--- src/rtl/dmem_arbiter.sv ---
// dmem_arbiter
//   Shares one single-port data memory between the CPU MEM stage and a
//   DMA/debug loader. The CPU wins by default; after MAX_WAIT consecutive
//   cycles in which the DMA asked and lost, the DMA gets one forced grant.
//   The memory sees the winner's request combinationally, and read data is
//   registered and returned to the winner one cycle after its grant.
//
// Ports
//   clk, rst                 clock (rising edge) and async active-high reset
//   cpu_req/we/addr/wdata    CPU request
//   cpu_stall                CPU requested but was not granted this cycle
//   cpu_rvalid/cpu_rdata     CPU read response (one cycle after grant)
//   dma_req/we/addr/wdata    DMA request
//   dma_gnt                  DMA granted this cycle
//   dma_rvalid/dma_rdata     DMA read response (one cycle after grant)
//   mem_addr/wdata/we/re     memory drive (all zero when idle or in reset)
//   mem_rdata                combinational read data from the memory
module dmem_arbiter #(
  parameter int ADDR_W   = 32,
  parameter int DATA_W   = 32,
  parameter int MAX_WAIT = 4
) (
  input  logic              clk,
  input  logic              rst,
  input  logic              cpu_req,
  input  logic              cpu_we,
  input  logic [ADDR_W-1:0] cpu_addr,
  input  logic [DATA_W-1:0] cpu_wdata,
  output logic              cpu_stall,
  output logic              cpu_rvalid,
  output logic [DATA_W-1:0] cpu_rdata,
  input  logic              dma_req,
  input  logic              dma_we,
  input  logic [ADDR_W-1:0] dma_addr,
  input  logic [DATA_W-1:0] dma_wdata,
  output logic              dma_gnt,
  output logic              dma_rvalid,
  output logic [DATA_W-1:0] dma_rdata,
  output logic [ADDR_W-1:0] mem_addr,
  output logic [DATA_W-1:0] mem_wdata,
  output logic              mem_we,
  output logic              mem_re,
  input  logic [DATA_W-1:0] mem_rdata
);

  typedef enum logic {NORMAL, FORCE_DMA} state_t;

  localparam logic [3:0] WAIT_LAST = 4'(MAX_WAIT - 1);

  state_t            state;
  logic [3:0]        wait_cnt;
  logic              force_dma;
  logic              dma_win;
  logic              cpu_win;
  logic              cpu_rvalid_p1;
  logic              dma_rvalid_p1;
  logic [DATA_W-1:0] cpu_rdata_p1;
  logic [DATA_W-1:0] dma_rdata_p1;

  // Lost-cycle counter increment that sticks at the last count instead of
  // wrapping back to zero.
  function automatic logic [3:0] sat_inc(input logic [3:0] v);
    return (v >= WAIT_LAST) ? WAIT_LAST : v + 4'd1;
  endfunction

  // Stage p0: arbitration and memory drive, same cycle as the request.
  // A forced grant only applies if the DMA is still asking; otherwise the
  // cycle falls back to normal CPU priority.
  assign force_dma = (state == FORCE_DMA) && dma_req;
  assign dma_win   = dma_req && (force_dma || !cpu_req);
  assign cpu_win   = cpu_req && !dma_win;

  assign dma_gnt   = dma_win;
  assign cpu_stall = cpu_req && !cpu_win;

  always_comb begin
    mem_addr  = '0;
    mem_wdata = '0;
    mem_we    = 1'b0;
    mem_re    = 1'b0;
    if (!rst) begin
      if (cpu_win) begin
        mem_addr  = cpu_addr;
        mem_wdata = cpu_wdata;
        mem_we    = cpu_we;
        mem_re    = !cpu_we;
      end else if (dma_win) begin
        mem_addr  = dma_addr;
        mem_wdata = dma_wdata;
        mem_we    = dma_we;
        mem_re    = !dma_we;
      end
    end
  end

  // Stage p1: arbitration state and registered read responses.
  // The NORMAL->FORCE_DMA step happens on the MAX_WAIT-th lost cycle, so the
  // forced grant lands on the cycle right after it.
  always_ff @(posedge clk or posedge rst) begin
    if (rst) begin
      state         <= NORMAL;
      wait_cnt      <= 4'd0;
      cpu_rvalid_p1 <= 1'b0;
      dma_rvalid_p1 <= 1'b0;
      cpu_rdata_p1  <= '0;
      dma_rdata_p1  <= '0;
    end else begin
      case (state)
        NORMAL:    state <= (dma_req && cpu_req && wait_cnt == WAIT_LAST) ? FORCE_DMA : NORMAL;
        FORCE_DMA: state <= NORMAL;
        default:   state <= NORMAL;
      endcase

      if (dma_req && !dma_win) wait_cnt <= sat_inc(wait_cnt);
      else                     wait_cnt <= 4'd0;

      cpu_rvalid_p1 <= cpu_win && !cpu_we;
      dma_rvalid_p1 <= dma_win && !dma_we;
      if (cpu_win && !cpu_we) cpu_rdata_p1 <= mem_rdata;
      if (dma_win && !dma_we) dma_rdata_p1 <= mem_rdata;
    end
  end

  assign cpu_rvalid = cpu_rvalid_p1;
  assign cpu_rdata  = cpu_rdata_p1;
  assign dma_rvalid = dma_rvalid_p1;
  assign dma_rdata  = dma_rdata_p1;

endmodule

--- config.mk ---
export PLATFORM = sky130hd
export DESIGN_NAME = dmem_arbiter
export DESIGN_NICKNAME = d
export VERILOG_FILES = /design/src/rtl/dmem_arbiter.sv
export SDC_FILE = /design/constraint.sdc
export NUM_CORES = 1
export LEC_CHECK = 0
export ABC_AREA = 1
export CORE_AREA = 2 2 116 118
export DETAILED_ROUTE_END_ITERATION = 8
export DIE_AREA = 0 0 118 120
export GPL_TIMING_DRIVEN = 0
export PLACE_DENSITY = 0.76
export SYNTH_ARGS = -nofsm -noshare
export SYNTH_HDL_FRONTEND = slang
export SYNTH_SLANG_ARGS = --single-unit
--- constraint.sdc ---
create_clock -name clk -period 4.1 [get_ports clk]
set_clock_uncertainty 0.05 [all_clocks]
set_input_delay 1.025 -clock clk [delete_from_list [all_inputs] [get_ports clk]]
set_output_delay 1.025 -clock clk [all_outputs]
set_load 0.005 [all_outputs]
-- After elaboration in Yosys (flattened, before gate mapping)
Cells that the tools add are included.
- output and inout bits: 134
- logic and storage cells: 41
- register bits: 71
- eq/ne operators: 1
- reductions and logical operators: 15
- bitwise gates (word level): 1
- order comparisons: 1
- $add $sub $neg: 1
- multiplexer cells: 16
- operator list (cell ; count):
    32-bit 2-to-1 mux ; 6
    1-bit logical AND ; 9
    4-bit 2-to-1 mux ; 2
    1-bit 2-to-1 mux ; 7
    1-bit logical NOT ; 5
    4-bit by 1-bit adder with 4-bit output, second input constant ; 1
    4-bit by 2-bit equality test with 1-bit output, second input constant ; 1
    4-bit by 2-bit greater-or-equal comparator with 1-bit output, second input constant ; 1
    1-bit one-hot mux with 2 select lines ; 1
    1-bit logical OR ; 1
    1-bit inverter ; 1

-- Depth between registers and ports, before layout
Gate-level depths: netlist of the first run.
- depth in word-level cells: 7
- depth in mapped cells: 7

-- Worst setup path before layout of the first run
OpenSTA, ideal clock, no wires.
- path type: input to output
- start: input port cpu_req
- end: output port mem_addr[25]
- buffers on the path: 3
- cell stages on the path: 6
- data required time: 3.025 ns
- arrival time: 1.716 ns
- path slack: 1.309 ns
- cell sequence: buf_4 > nand2_4 > buf_12 > buf_8 > nand3_2 > a21oi_1
- word-level cells in the longest chain between the ends: 7
- RTL lines (item ; line ; source):
    from (decl) ; 25 ; input logic cpu_req,
    1-bit logical NOT ; 70 ; assign dma_win = dma_req && (force_dma || !cpu_req);
    1-bit logical OR ; 70 ;
    1-bit logical AND ; 70 ;
    1-bit logical NOT ; 71 ; assign cpu_win = cpu_req && !dma_win;
    1-bit logical AND ; 71 ;
    32-bit 2-to-1 mux * ; 82 ; if (cpu_win) begin
    32-bit 2-to-1 mux * ; 81 ; if (!rst) begin
    to (decl) ; 39 ; output logic [ADDR_W-1:0] mem_addr,
Mark *: on every way between the ends. The rest lies on a longest branch, timed or not.

-- Worst setup path in the final report of the first run
- start: input port dma_req
- end: output port mem_wdata[20]
- word-level cells in the longest chain between the ends: 7
- RTL lines (item ; line ; source):
    from (decl) ; 32 ; input logic dma_req,
    1-bit logical AND ; 69 ; assign force_dma = (state == FORCE_DMA) && dma_req;
    1-bit logical OR ; 70 ;
    1-bit logical AND * ; 70 ;
    1-bit logical NOT ; 71 ;
    1-bit logical AND ; 71 ;
    32-bit 2-to-1 mux * ; 82 ;
    32-bit 2-to-1 mux * ; 81 ;
    to (decl) ; 40 ; output logic [DATA_W-1:0] mem_wdata,
Marks and branches as above.

==> impl_metrics.toml, run 1 <==
[floorplan]
fp.coreArea_um2 = 13000
initial_core_util = 0.332
row_count = 42
die_w_um = 118
io_pins = 300
die_h_um = 120
die_area_um2 = 14200

[logic_synthesis]
synth-edff-count = 0
yosysSeqAreaShare = 0.412
ys_top_cells_by_count = "nand2_1 (164), nand3_1 (85), dfrtp_1 (71)"
ys_warn_count = 0
synth_cell_types = 23
synthTopCellsByArea = "dfrtp_1 (41%), nand2_1 (14%), nand3_2 (11%)"
synthArstFlopShare = 1.00
avgSynthCellArea_um2 = 7.93
synth-main-ff-cell = "dfrtp_1"
syn-cell-area_um2 = 4310
netlist.top_cell.by_area = "dfrtp_1"
yosys.area.top_type_share = 0.412
syn_inst = 543
synth_seq_cells = 71
yosysMostFrequentCell = "nand2_1"

[finish]
syn_to_final_growth_pct = 81.5
num-fill-cells = 1173
multi_input_area_um2 = 2130
fin_cells = 1033
layout-drive-gt1-share = 0.140
n_antenna_cell = 0
finalNetCount = 1019
seq_area_um2 = 1780

[global_route]
grt-ovfl-total = 0
globalRouteMet3Util = 0.0627
grt_pass1_wl_mm = 27.8
grt_pass1_vias = 4878
use_met2 = 0.418
grt_max_degree = 72
track_usage = 0.250
grtUsageMet1 = 0.320
antenna_found_initial = 0
gr-max-usage-layer = "met2"

[routing]
vias = 5083
wire_per_inst_um = 17.6
drt_first_pass_iters = 5
ant_nets = 0
drt_iter0_drc = 285
routed_wl_mm = 18.2
drc = 0
vias_per_cell = 4.92

[worst_setup_path]
crit_top_cell = "clkdlybuf4s50_1"
cp_slowest_cell = "clkdlybuf4s50_1"
startpoint_type = "input port"
rr_worst_depth = 6
path_max_fanout = 10
worst-path-buf-inv = 4
path_class = "in2out"
cp.depth = 6
rrSetupSlack_ps = 2760
end_kind = "primary output"
crit_family = "buffers and inverters"
path_cells = "clkdlybuf4s50_1 -> buf_4 -> buf_2 -> nand3_2 -> a21oi_1 -> clkdlybuf4s50_1"
slowest_delay_ps = 560
critical_path_arrival_ps = 2960
worstPathRequired_ps = 3020

[timing]
period_minus_slack_ps = 4040
setup_tns_ps = 0
worstMarginPinSlew_ps = 864
hold_viol_final = 0
max_slew_margin = 0.424
drv_slew = 0
fmax_ghz = 0.248
setup_viol = 0
fin_crit_sh = 0.984
rsz0062_at_grt = "no"

[placement]
numPortBuffers = 297
dp.cells = 1017
dp_hpwl_mm = 13.9
gp_congestion = 0.891

[min_path]
whs_path_depth = 2
min_path_type = "reg2reg"

[clocking]
cts.sinks = 71
ctsHoldBuffers = 0
cts_tree = "yes"
clk_pin_slew_worst_paths_ps = 60
postCtsSetupRepairBufs = 0
htree_num_levels = 3
cts_root_buffer = "clkbuf_16"
cts_buffers = 9
clock_latency_ps = 330
cts_buffer_depth = 2

[flow_run]
max-cap-violations = 0

[pwr]
ir_worst_vdd_uv = 308
power.density_nw_per_um2 = 303
power.leakage_nw = 3.37

[run_status]
status = "complete, no violations"
==> per-layer routing <==
layer | wire length, um | vias to the layer above
li1 | - | 2469
met5 | 0 | -
met1 | 7790 | 2392
met4 | 308 | 0
met2 | 8830 | 201
met3 | 1260 | 21
==> cells in the final DEF (no fill, tap or decap), drive strengths merged <==
cell type and n:
nor3 1, bufinv 1, ha 1, dlygate4sd2 1
inv 13, o21ai 1, nand4 32, a21oi 66
conb 2, nor2 3, dfrtp 71, nand3 133
clkbuf 24, clkdlybuf4s50 296, clkinv 2, nand2 166
buf 43, clkinvlp 1
==> final timing paths <==
check                              startpoint       endpoint
worst min register to register  dma_rdata[18]  dma_rdata[18]
worst min-delay path            dma_rdata[18]  dma_rdata[18]
min in group asynchronous                 rst  dma_rdata[30]
worst max register to register          state  cpu_rdata[23]
worst max-delay path                  dma_req  mem_wdata[20]
max in group asynchronous                 rst   dma_rdata[6]
==> state kept, by name, indices dropped and copies added, names as in the netlist <==
name / count
wait_cnt: 4
cpu_rdata: 32
cpu_rvalid: 1
state: 1
dma_rvalid: 1
dma_rdata: 32
==> where the power goes <==
part	internal (W)	total, W	switching, W
clock network	0.000487	0.000783	0.000295
registers	0.000794	0.000847	0.0000529
logic	0.000444	0.000739	0.000295
==> stage by stage <==
stage               hold slack (ps)  total power, W  area, um2  worst slack, ps   util
finish                          419         0.00237       7820             64.3  0.602
global route                    439         0.00249       7820             4.41  0.602
global placement                403         0.00159       7500            -11.5  0.578
detailed placement              408         0.00159       7510            -10.3  0.578
floorplan                       415         0.00109       4310              891      -
CTS                             422         0.00239       7810             34.1  0.601
==> worst register-to-register path: stages, from the launching register on <==
cell and delay (ps):
dfrtp_1 390, nand2_2 120, nand3_2 210, inv_2 180
buf_4 200, nand2_1 70, nand2_1 60
==> final cells by class <==
type                            instances  share of cell area
Multi-Input combinational cell        405               0.272
Clock buffer                           11              0.0310
Clock inverter                          5             0.00720
Tap cell                              176              0.0282
Buffer                                 56              0.0483
Sequential cell                        71               0.227
Timing Repair Buffer                  297               0.380
Inverter                               12             0.00608
==> cells by family (layout without fill, tap and decap cells) <==
group | count (synthesis) | in the layout | share of synthesized area
AND/OR/NAND/NOR | 335 | 335 | 0.409
flip-flops | 71 | 71 | 0.412
buffers and inverters | 68 | 381 | 0.0967
AO/OA/AOI/OAI | 67 | 67 | 0.0778
adder cells (fa/ha/maj) | 1 | 1 | 0.00290
other | 1 | 2 | 0.000870
==> repair_timing <==
item	CTS	global route
hold endpoints to repair	0	0
gates cloned	0	0
endpoints found under the setup margin	1	4
resized for setup	2	4
Note: power is estimated with default switching activity, not from simulation.
==> inputs of run 2 (changes only) <==
Settings changed: MAX_ROUTING_LAYER set to met4.
Clock period 4.1 ns to 4.2 ns, I/O delays scaled along.
==> impl_metrics.toml, run 2 (same netlist as run 1, synthesis figures left out) <==
[clocking]
cts.sinks = 71
htree_num_levels = 3
cts_root_buffer = "clkbuf_16"
cts_buffers = 9
cts_buffer_depth = 2
clk_pin_slew_worst_paths_ps = 60
postCtsSetupRepairBufs = 0
clock_latency_ps = 330
cts_tree = "yes"

[finish]
final_cell_mix = "clkdlybuf4s50_1 (296), nand2_1 (164), nand3_1 (85), dfrtp_1 (71), a21oi_1 (65)"
n_antenna_cell = 0
final_util = 0.602
syn_to_final_growth_pct = 81.4
layout-drive-gt1-share = 0.139
final_common_cell = "clkdlybuf4s50_1"
finalNetCount = 1019

[pwr]
pwr-share-comb = 0.313
internal_power_w = 0.00168
ir_worst_vdd_uv = 303
p_seq_frac = 0.357
netSwitchingPower_w = 0.000627
clkPwrFrac = 0.330
switching_share = 0.271
power.density_nw_per_um2 = 296
power.leakage_nw = 3.38

[min_path]
min_path_type = "reg2reg"
min_from = "dma_rdata[18]"
hold_end = "dma_rdata[18]"
whs_path_depth = 2

[floorplan]
io_pins = 300
die_h_um = 120
fp.coreArea_um2 = 13000
initial_core_util = 0.332
die_area_um2 = 14200
die_w_um = 118
row_count = 42

[routing]
drc = 0
wirelength_met1_mm = 7.95
drt_first_pass_iters = 5
vias_per_cell = 4.91
wl_met3_mm = 1.16
vias = 5076
ant_nets = 0
drt_iter0_drc = 321
routed_wl_mm = 18.3
highest_layer = "met4"
wire_per_inst_um = 17.7
dr_wl_met2_mm = 8.85

[run_status]
status = "complete, no violations"

[worst_setup_path]
path_class = "in2out"
rrSetupSlack_ps = 2860
worstPathRequired_ps = 3100
path_max_fanout = 10
rr_worst_depth = 6
r2r-end = "cpu_rdata[23]"
critical_path_arrival_ps = 2980
r2r_start = "state"
end_kind = "primary output"
startpoint_type = "input port"

[timing]
drv_slew = 0
hold_viol_final = 0
fmax_ghz = 0.245
whs_ps = 419
fin_crit_sh = 0.971
max_slew_margin = 0.417
period_minus_slack_ps = 4080
setup_tns_ps = 0
setup_viol = 0
worstMarginPinSlew_ps = 875
rsz0062_at_grt = "no"

[global_route]
track_usage = 0.257
grt_pass1_vias = 4908
grt_pass1_wl_mm = 27.7
grt_max_degree = 72
grt-ovfl-total = 0
antenna_found_initial = 0

[flow_run]
max-cap-violations = 0

[placement]
numPortBuffers = 297
gp_congestion = 0.907
dp_hpwl_mm = 13.9
==> run 2: changes by cell type in the layout (fill, tap and decap cells not counted), sizes merged <==
cell,before,now
buf,43,45
dlymetal6s2s,0,1
clkbuf,24,22
dlygate4sd2,1,0
==> run 2: worst max-delay path: stages <==
cell and delay (ps):
clkdlybuf4s50_1 510, buf_4 210, buf_2 300, nand3_2 100, a21oi_1 240, clkdlybuf4s50_1 560
==> run 2: cell type report <==
type,instances,area (um2)
clock buffer,11,243
sequential,71,1780
tap,176,220
buffer,56,373
inverter,12,47.5
timing repair buffer,297,2980
clock inverter,5,56.3
fill,1175,5170
multi-input combinational,405,2120
==> run 2: worst max path at each step <==
stage	start	to	slack, ps	cells past startpoint
2_1_floorplan	rst	cpu_rdata[0]	970	3
3_3_place_gp	dma_req	mem_wdata[30]	40	6
3_5_place_dp	dma_req	mem_wdata[30]	40	6
4_1_cts	dma_req	mem_wdata[30]	20	6
5_1_grt	dma_req	mem_addr[20]	20	7
6_report	dma_req	mem_wdata[20]	120	6
==> run 2: timing repair <==
| item | CTS | global route |
|---|---|---|
| gates resized for setup | 0 | 4 |
| setup endpoints to repair | 0 | 2 |
| hold buffers | 0 | 0 |
==> run 2: power by group through the flow <==
stage	logic [W]	clock network (W)	registers [W]
finish	0.000723	0.000763	0.000827
global route	0.000778	0.000812	0.000837
CTS	0.000728	0.000778	0.000827
detailed placement	0.000723	0	0.000834
global placement	0.000720	0	0.000832
floorplan	0.000228	0	0.000840
==> run 2: metrics by stage <==
step / worst slack, ps / std cells / total power, W / instance area, um2
after floorplan: 966 / 544 / 0.00107 / 4310
after global placement: 38.5 / 1017 / 0.00155 / 7500
after detailed placement: 39.7 / 1017 / 0.00156 / 7510
after CTS: 21.5 / 1033 / 0.00233 / 7810
after global routing: 18.7 / 1033 / 0.00243 / 7810
final: 121 / 1033 / 0.00231 / 7810
==> run 2: routing by layer <==
layer / global-route usage / vias to the layer above
li1: - / 2466
met1: 0.325 / 2378
met2: 0.418 / 212
met3: 0.0556 / 20
met4: 0.0700 / 0
met5: - / -
